==> src/rtl/clock_div_gen_pkg.sv <==
// clock_div_pkg: shared definitions for the clock-enable generator.
//   mode_e        MODE input encodings (2'b11 is reserved and decodes as halt)
//   step_state_e  single-step controller states
//   MIN_DIV       smallest divide ratio a channel will accept
package clock_div_pkg;

   typedef enum logic [1:0] {
      MODE_HALT = 2'b00,
      MODE_RUN  = 2'b01,
      MODE_STEP = 2'b10
   } mode_e;

   typedef enum logic {
      ST_IDLE,
      ST_BUSY
   } step_state_e;

   localparam int unsigned MIN_DIV = 2;

endpackage

==> src/rtl/clock_div_gen_if.sv <==
// clock_div_gen_if: divide-ratio configuration bus.
//   CFG_WE   write strobe
//   CFG_CH   channel addressed by the write (out-of-range values are ignored)
//   CFG_DIV  new period in CLK cycles (values below MIN_DIV are clamped)
// master drives the bus, slave (the generator) receives it.
interface clock_div_gen_if #(
   parameter int unsigned NUM_CH = 2,
   parameter int unsigned CNT_W  = 16
);
   localparam int unsigned CH_W = (NUM_CH > 1) ? $clog2(NUM_CH) : 1;

   logic             CFG_WE;
   logic [CH_W-1:0]  CFG_CH;
   logic [CNT_W-1:0] CFG_DIV;

   modport master (output CFG_WE, CFG_CH, CFG_DIV);
   modport slave  (input  CFG_WE, CFG_CH, CFG_DIV);
endinterface

==> src/rtl/clock_div_gen_channel.sv <==
// clock_div_channel: one divider channel.
//   clk_i, rst_ni  system clock, synchronous active-low reset
//   adv_i          counter advances this cycle
//   we_i, div_i    divide-ratio write addressed to this channel
//   clk_out_o      registered square wave, low for div>>1 cycles then high
//   tick_o         registered one-cycle pulse in the cycle after cnt wraps
//   wrap_o         combinational: cnt is at div-1 (wraps if advanced)
module clock_div_channel
   import clock_div_pkg::*;
#(
   parameter int unsigned CNT_W       = 16,
   parameter int unsigned DEFAULT_DIV = 2
) (
   input  logic             clk_i,
   input  logic             rst_ni,
   input  logic             adv_i,
   input  logic             we_i,
   input  logic [CNT_W-1:0] div_i,
   output logic             clk_out_o,
   output logic             tick_o,
   output logic             wrap_o
);

   logic [CNT_W-1:0] cnt_q, cnt_d;
   logic [CNT_W-1:0] div_q, div_d;
   logic [CNT_W-1:0] pend_q, pend_d;
   logic             pend_vld_q, pend_vld_d;
   logic             clk_out_q, clk_out_d;
   logic             tick_q, tick_d;
   logic [CNT_W-1:0] wr_div;
   logic             wrap, load;

   always_comb begin
      cnt_d      = cnt_q;
      div_d      = div_q;
      pend_d     = pend_q;
      pend_vld_d = pend_vld_q;
      wr_div     = (div_i < CNT_W'(MIN_DIV)) ? CNT_W'(MIN_DIV) : div_i;
      wrap       = (cnt_q == div_q - CNT_W'(1));
      // A ratio may only change at a period boundary: the wrap itself, or a
      // stopped counter sitting at zero.
      load       = adv_i ? wrap : (cnt_q == '0);

      if (adv_i) begin
         cnt_d = wrap ? '0 : cnt_q + CNT_W'(1);
      end

      // A write coinciding with the load wins over any older pending ratio.
      if (load && we_i) begin
         div_d      = wr_div;
         pend_vld_d = 1'b0;
      end else if (load && pend_vld_q) begin
         div_d      = pend_q;
         pend_vld_d = 1'b0;
      end else if (we_i) begin
         pend_d     = wr_div;
         pend_vld_d = 1'b1;
      end

      tick_d    = adv_i && wrap;
      // Computed from next-state values so the flop matches cnt with no lag.
      clk_out_d = (cnt_d >= (div_d >> 1));
   end

   always_ff @(posedge clk_i) begin
      if (!rst_ni) begin
         cnt_q      <= '0;
         div_q      <= CNT_W'(DEFAULT_DIV);
         pend_q     <= '0;
         pend_vld_q <= 1'b0;
         clk_out_q  <= 1'b0;
         tick_q     <= 1'b0;
      end else begin
         cnt_q      <= cnt_d;
         div_q      <= div_d;
         pend_q     <= pend_d;
         pend_vld_q <= pend_vld_d;
         clk_out_q  <= clk_out_d;
         tick_q     <= tick_d;
      end
   end

   assign clk_out_o = clk_out_q;
   assign tick_o    = tick_q;
   assign wrap_o    = wrap;

endmodule

==> src/rtl/clock_div_gen.sv <==
// clock_div_gen: multi-channel clock-enable generator.
//   CLK, RST_N   system clock, synchronous active-low reset
//   MODE         00 halt, 01 run, 10 single-step, 11 halt
//   STEP_REQ     level request for one channel-0 period in step mode
//   cfg          divide-ratio configuration bus (slave side)
//   CLK_OUT      per-channel divided square wave
//   TICK         per-channel one-cycle enable at each period start
//   STEP_BUSY    a single step is in progress
module clock_div_gen
   import clock_div_pkg::*;
#(
   parameter  int unsigned NUM_CH      = 2,
   parameter  int unsigned CNT_W       = 16,
   parameter  int unsigned DEFAULT_DIV = 2,
   localparam int unsigned CH_W        = (NUM_CH > 1) ? $clog2(NUM_CH) : 1
) (
   input  logic              CLK,
   input  logic              RST_N,
   input  logic [1:0]        MODE,
   input  logic              STEP_REQ,
   clock_div_gen_if.slave    cfg,
   output logic [NUM_CH-1:0] CLK_OUT,
   output logic [NUM_CH-1:0] TICK,
   output logic              STEP_BUSY
);

   step_state_e       state_q, state_d;
   logic              is_run, is_step, adv;
   logic [CH_W-1:0]   ch_sel;
   logic              ch_valid;
   logic [NUM_CH-1:0] wrap;
   logic              unused_wrap;

   always_comb begin
      is_run      = (MODE == MODE_RUN);
      is_step     = (MODE == MODE_STEP);
      // Leaving step mode mid-step freezes the counters in that same cycle.
      adv         = is_run || (state_q == ST_BUSY && is_step);
      ch_sel      = cfg.CFG_CH;
      ch_valid    = cfg.CFG_WE && (32'(ch_sel) < NUM_CH);
      unused_wrap = ^wrap;
   end

   always_comb begin
      state_d = state_q;
      case (state_q)
         ST_IDLE: if (is_step && STEP_REQ) state_d = ST_BUSY;
         ST_BUSY: if (!is_step || wrap[0]) state_d = ST_IDLE;
         default: state_d = ST_IDLE;
      endcase
   end

   always_ff @(posedge CLK) begin
      if (!RST_N) state_q <= ST_IDLE;
      else        state_q <= state_d;
   end

   assign STEP_BUSY = (state_q == ST_BUSY);

   for (genvar i = 0; i < NUM_CH; i++) begin : g_ch
      clock_div_channel #(
         .CNT_W       (CNT_W),
         .DEFAULT_DIV (DEFAULT_DIV)
      ) u_ch (
         .clk_i     (CLK),
         .rst_ni    (RST_N),
         .adv_i     (adv),
         .we_i      (ch_valid && (32'(ch_sel) == 32'(i))),
         .div_i     (cfg.CFG_DIV),
         .clk_out_o (CLK_OUT[i]),
         .tick_o    (TICK[i]),
         .wrap_o    (wrap[i])
      );
   end

endmodule

==> src/flat_wrapper.sv <==
// flat-port wrapper written by rule: the top's interface ports become plain ports
module clock_div_gen_flat import clock_div_pkg::*;
#(
   parameter  int unsigned NUM_CH      = 2,
   parameter  int unsigned CNT_W       = 16,
   parameter  int unsigned DEFAULT_DIV = 2,
   localparam int unsigned CH_W        = (NUM_CH > 1) ? $clog2(NUM_CH) : 1
)
  (CLK, RST_N, MODE, STEP_REQ, CLK_OUT, TICK, STEP_BUSY, cfg_CFG_WE, cfg_CFG_CH, cfg_CFG_DIV);
  clock_div_gen_if #(.NUM_CH(NUM_CH), .CNT_W(CNT_W)) cfg_i ();
  input  logic CLK;
  input  logic RST_N;
  input  logic [1:0] MODE;
  input  logic STEP_REQ;
  output logic [NUM_CH-1:0] CLK_OUT;
  output logic [NUM_CH-1:0] TICK;
  output logic STEP_BUSY;
  input wire logic [$bits(cfg_i.CFG_WE)-1:0] cfg_CFG_WE;
  input wire logic [$bits(cfg_i.CFG_CH)-1:0] cfg_CFG_CH;
  input wire logic [$bits(cfg_i.CFG_DIV)-1:0] cfg_CFG_DIV;
  assign cfg_i.CFG_WE = cfg_CFG_WE;
  assign cfg_i.CFG_CH = cfg_CFG_CH;
  assign cfg_i.CFG_DIV = cfg_CFG_DIV;
  clock_div_gen #(.NUM_CH(NUM_CH), .CNT_W(CNT_W), .DEFAULT_DIV(DEFAULT_DIV)) u_core (.CLK(CLK), .RST_N(RST_N), .MODE(MODE), .STEP_REQ(STEP_REQ), .cfg(cfg_i), .CLK_OUT(CLK_OUT), .TICK(TICK), .STEP_BUSY(STEP_BUSY));
endmodule
==> config.mk <==
export PLATFORM = sky130hd
export DESIGN_NAME = clock_div_gen_flat
export DESIGN_NICKNAME = d
export VERILOG_FILES = /design/src/rtl/clock_div_gen_pkg.sv /design/src/rtl/clock_div_gen_if.sv /design/src/rtl/clock_div_gen_channel.sv /design/src/rtl/clock_div_gen.sv /design/src/flat_wrapper.sv
export SDC_FILE = /design/constraint.sdc
export NUM_CORES = 1
export LEC_CHECK = 0
export BUFFER_PORTS_ARGS = -buffer_cell sky130_fd_sc_hd__buf_4
export CAP_MARGIN = 0
export CORE_MARGIN = 5
export CORE_UTILIZATION = 57
export DETAILED_ROUTE_END_ITERATION = 12
export PLACE_DENSITY = 0.74
export SETUP_SLACK_MARGIN = 0.05
export SYNTH_ARGS = -nofsm -noshare
export SYNTH_HDL_FRONTEND = slang
export SYNTH_HIERARCHICAL = 1
export SYNTH_SLANG_ARGS = --single-unit
==> constraint.sdc <==
create_clock -name CLK -period 5 [get_ports CLK]
set_input_delay 0.25 -clock CLK [delete_from_list [all_inputs] [get_ports CLK]]
set_output_delay 0.25 -clock CLK [all_outputs]
set_load 0.01 [all_outputs]
==> flow_summary.json <==
{
  "hold_path_class": "in -> reg",
  "ys_ff_latch": 103,
  "syn_area_um2": 6930,
  "worstPathMaxFanout": 3,
  "place_hpwl_mm": 14.4,
  "grt_max_degree": 78,
  "clk_latency_ns": 0.36,
  "timing.fmax_mhz": 211,
  "synth-xor-area-share_pct": 7.33,
  "clock_skew_ns": 0.0108,
  "grtUsageTotal_pct": 27.1,
  "vias": 6525,
  "slew_headroom_pct": 31.3,
  "final_nets": 957,
  "top_usage_layer": "met2",
  "fill_cells": 1063,
  "num_rows": 40,
  "power_mw": 2.10,
  "ios": 28,
  "wl_per_cell_um": 18.2,
  "syn_nets": 967,
  "holdWs_ns": 0.161,
  "avgSynthCellArea_um2": 7.64,
  "synth_edf_count": 0,
  "timing.rr.start": "u_core/g_ch[1].u_ch/div_q[0]$_SDFFE_PN0P_",
  "p_per_area_nw_per_um2": 279,
  "drc": 0,
  "use_met2_pct": 48.8,
  "placed_cells": 1032,
  "synth_area_leaders": "dfxtp_1 30%, nor2_1 8.2%, ha_1 6.5%",
  "p_leak_nw": 3.08,
  "synth_top_cell_area_share_pct": 29.7,
  "synth_simple_gate_area_share_pct": 28.8,
  "period_share_pct": 94.8,
  "hold_depth": 3,
  "die_w_um": 120,
  "finalSetupViolCount": 0,
  "synth_fa_ha_area_share_pct": 6.50,
  "numClockSinks": 103,
  "ys.flop_type": "dfxtp_1",
  "ff2ff_path_depth": 17,
  "die_y_um": 120,
  "worst_pin_slew_ns": 1.03,
  "yosysTopAreaCell": "dfxtp_1",
  "crit_arrival_ns": 4.99,
  "yosys_warnings": 6,
  "mostFrequentLayoutCells": "151 x nor2_1, 103 x dfxtp_1, 70 x a21oi_1, 63 x nand2_1, 54 x buf_4",
  "hold_buffers": 0,
  "routed_wl_mm": 19.1,
  "cts-htree-levels": 3,
  "clockBufferDepth": 2,
  "diodes": 0,
  "root_buffer": "clkbuf_16",
  "initialDrtViolationCount": 519,
  "maxCapViolCount": 0,
  "worstHoldEndpoint": "u_core/g_ch[0].u_ch/pend_q[0]$_SDFFE_PN0P_",
  "synth-async-reset-ratio_pct": 0,
  "crit_path_start_kind": "flop",
  "synth_seq_area_share_pct": 29.7,
  "globalRouteOverflowTotal": 0,
  "synth-compound-area-share_pct": 16.5,
  "synth_top_family_by_area": "simple AND/OR/NAND/NOR gates",
  "gp_congestion": 0.907,
  "worstHoldStart": "cfg_CFG_DIV[0]",
  "drive_gt1_share_pct": 10.4,
  "grt_pass1_wl_mm": 31.4,
  "core_area_um2": 12000,
  "critPathCaptureType": "flop",
  "status": "finished clean",
  "netlist_instances": 908,
  "start_util_pct": 58.0,
  "cts_buffers": 9,
  "cts_tree": "done",
  "antenna_found_initial": 0,
  "final_common_cell": "nor2_1",
  "crit_required_ns": 5.25,
  "met1_usage_pct": 30.6,
  "hold_viol_final": 0,
  "drv_slew": 0,
  "ant_nets": 0,
  "grt_pass1_vias": 6357,
  "regToRegSetupSlack_ns": 0.26,
  "finalWorstPathRequiredPeriod_ns": 4.74,
  "r2r-end": "u_core/g_ch[1].u_ch/clk_out_o$_SDFF_PN0_",
  "die_area_um2": 14500,
  "ir_worst_vdd_v": 0.000190,
  "muxShareOfSynthArea_pct": 5.41,
  "path_class": "reg -> reg",
  "stdcell_count": 1050,
  "grt_util_met3_pct": 4.07,
  "port_buffers": 27,
  "drtPass1Iterations": 7,
  "vias_per_cell": 6.21,
  "clk_pin_slew_ns": 0.07,
  "synth.distinct_cells": 58,
  "area_delta_synth_final_pct": 8.64
}
-- routing by layer --
layer	routed length [um]	vias to the layer above
li1	-	3181
met1	7660	3077
met2	9790	206
met3	781	61
met4	906	0
met5	0	-
-- critical path: stages (launching register included) --
cell and delay [ns]:
dfxtp_1 0.31, inv_1 0.06, ha_2 0.17, or4b_4 0.47
or4_1 0.51, a2111o_1 0.42, a2111oi_4 0.42, a41oi_2 0.22
mux2_4 0.37, ha_1 0.29, nand2b_1 0.15, a21o_1 0.18
a21o_1 0.17, a21o_1 0.17, a21o_1 0.18, a211oi_2 0.18
a2111oi_1 0.07, o31a_1 0.30
-- power breakdown --
part | switching, mW | internal [mW]
Clock | 0.336 | 0.394
Combinational | 0.282 | 0.203
Sequential | 0.0365 | 0.853
-- synthesized netlist by cell type, drive strengths merged, types with 16 or more instances --
cell and instances:
dfxtp 103, a21o 16, nor3 16, nand2 63, nor4 26, o21ai 50, nand4 16, ha 36
clkbuf 54, mux2i 33, nand3 40, a21oi 70, xnor2 24, xor2 34, nor2 151, buf 22
-- cells by family (layout without fill, tap and decap cells) --
logic type,Yosys count,in the layout
AND/OR/NAND/NOR,403,403
AO/OA/AOI/OAI,179,179
flip-flops,103,103
buffers and inverters,92,87
XOR/XNOR,58,58
multiplexers,37,37
adder cells (fa/ha/maj),36,36
-- registers in the layout, indices dropped and copies added (netlist names) --
name	flops
u_core/g_ch.u_ch/cnt_q	32
u_core/g_ch.u_ch/pend_q	32
u_core/g_ch.u_ch/tick_o	2
u_core/STEP_BUSY	1
u_core/g_ch.u_ch/clk_out_o	2
u_core/g_ch.u_ch/pend_vld_q	2
u_core/g_ch.u_ch/div_q	32
-- layout make-up --
class	instances	area (um^2)	area share, %
multi-input cells	713	4500	59.8
inverters	16	60.1	0.797
well taps	147	184	2.44
clock inverters	7	81.3	1.08
repair buffers	55	417	5.53
flip-flops and latches	103	2060	27.4
clock buffers	9	225	2.99
-- per-stage QoR --
stage	utilization (%)	cell area [um^2]	worst slack, ns	setup TNS, ns
final	63.0	7530	0.260	0
after global routing	63.0	7530	-0.0248	-0.0248
after CTS	62.6	7490	0.180	0
after detailed placement	60.1	7190	0.233	0
after global placement	60.1	7190	0.322	0
after floorplan	-	6930	0.104	0
-- how the worst max path moves through the flow --
stage / from / endpoint / cells after the start
detailed placement: u_core/g_ch[1].u_ch/div_q[0]$_SDFFE_PN0P_ / u_core/g_ch[1].u_ch/clk_out_o$_SDFF_PN0_ / 18
global placement: u_core/g_ch[1].u_ch/div_q[0]$_SDFFE_PN0P_ / u_core/g_ch[1].u_ch/clk_out_o$_SDFF_PN0_ / 18
finish: u_core/g_ch[1].u_ch/div_q[0]$_SDFFE_PN0P_ / u_core/g_ch[1].u_ch/clk_out_o$_SDFF_PN0_ / 17
global route: u_core/g_ch[1].u_ch/div_q[0]$_SDFFE_PN0P_ / u_core/g_ch[1].u_ch/clk_out_o$_SDFF_PN0_ / 17
CTS: u_core/g_ch[1].u_ch/div_q[0]$_SDFFE_PN0P_ / u_core/g_ch[1].u_ch/clk_out_o$_SDFF_PN0_ / 18
floorplan: u_core/g_ch[0].u_ch/div_q[0]$_SDFFE_PN0P_ / u_core/g_ch[0].u_ch/clk_out_o$_SDFF_PN0_ / 22
-- what timing repair did --
action,in CTS,in global routing
setup buffers,0,2
gates resized for setup,0,8
endpoints found under the setup margin,0,1
(Power assumes the default switching activity.)
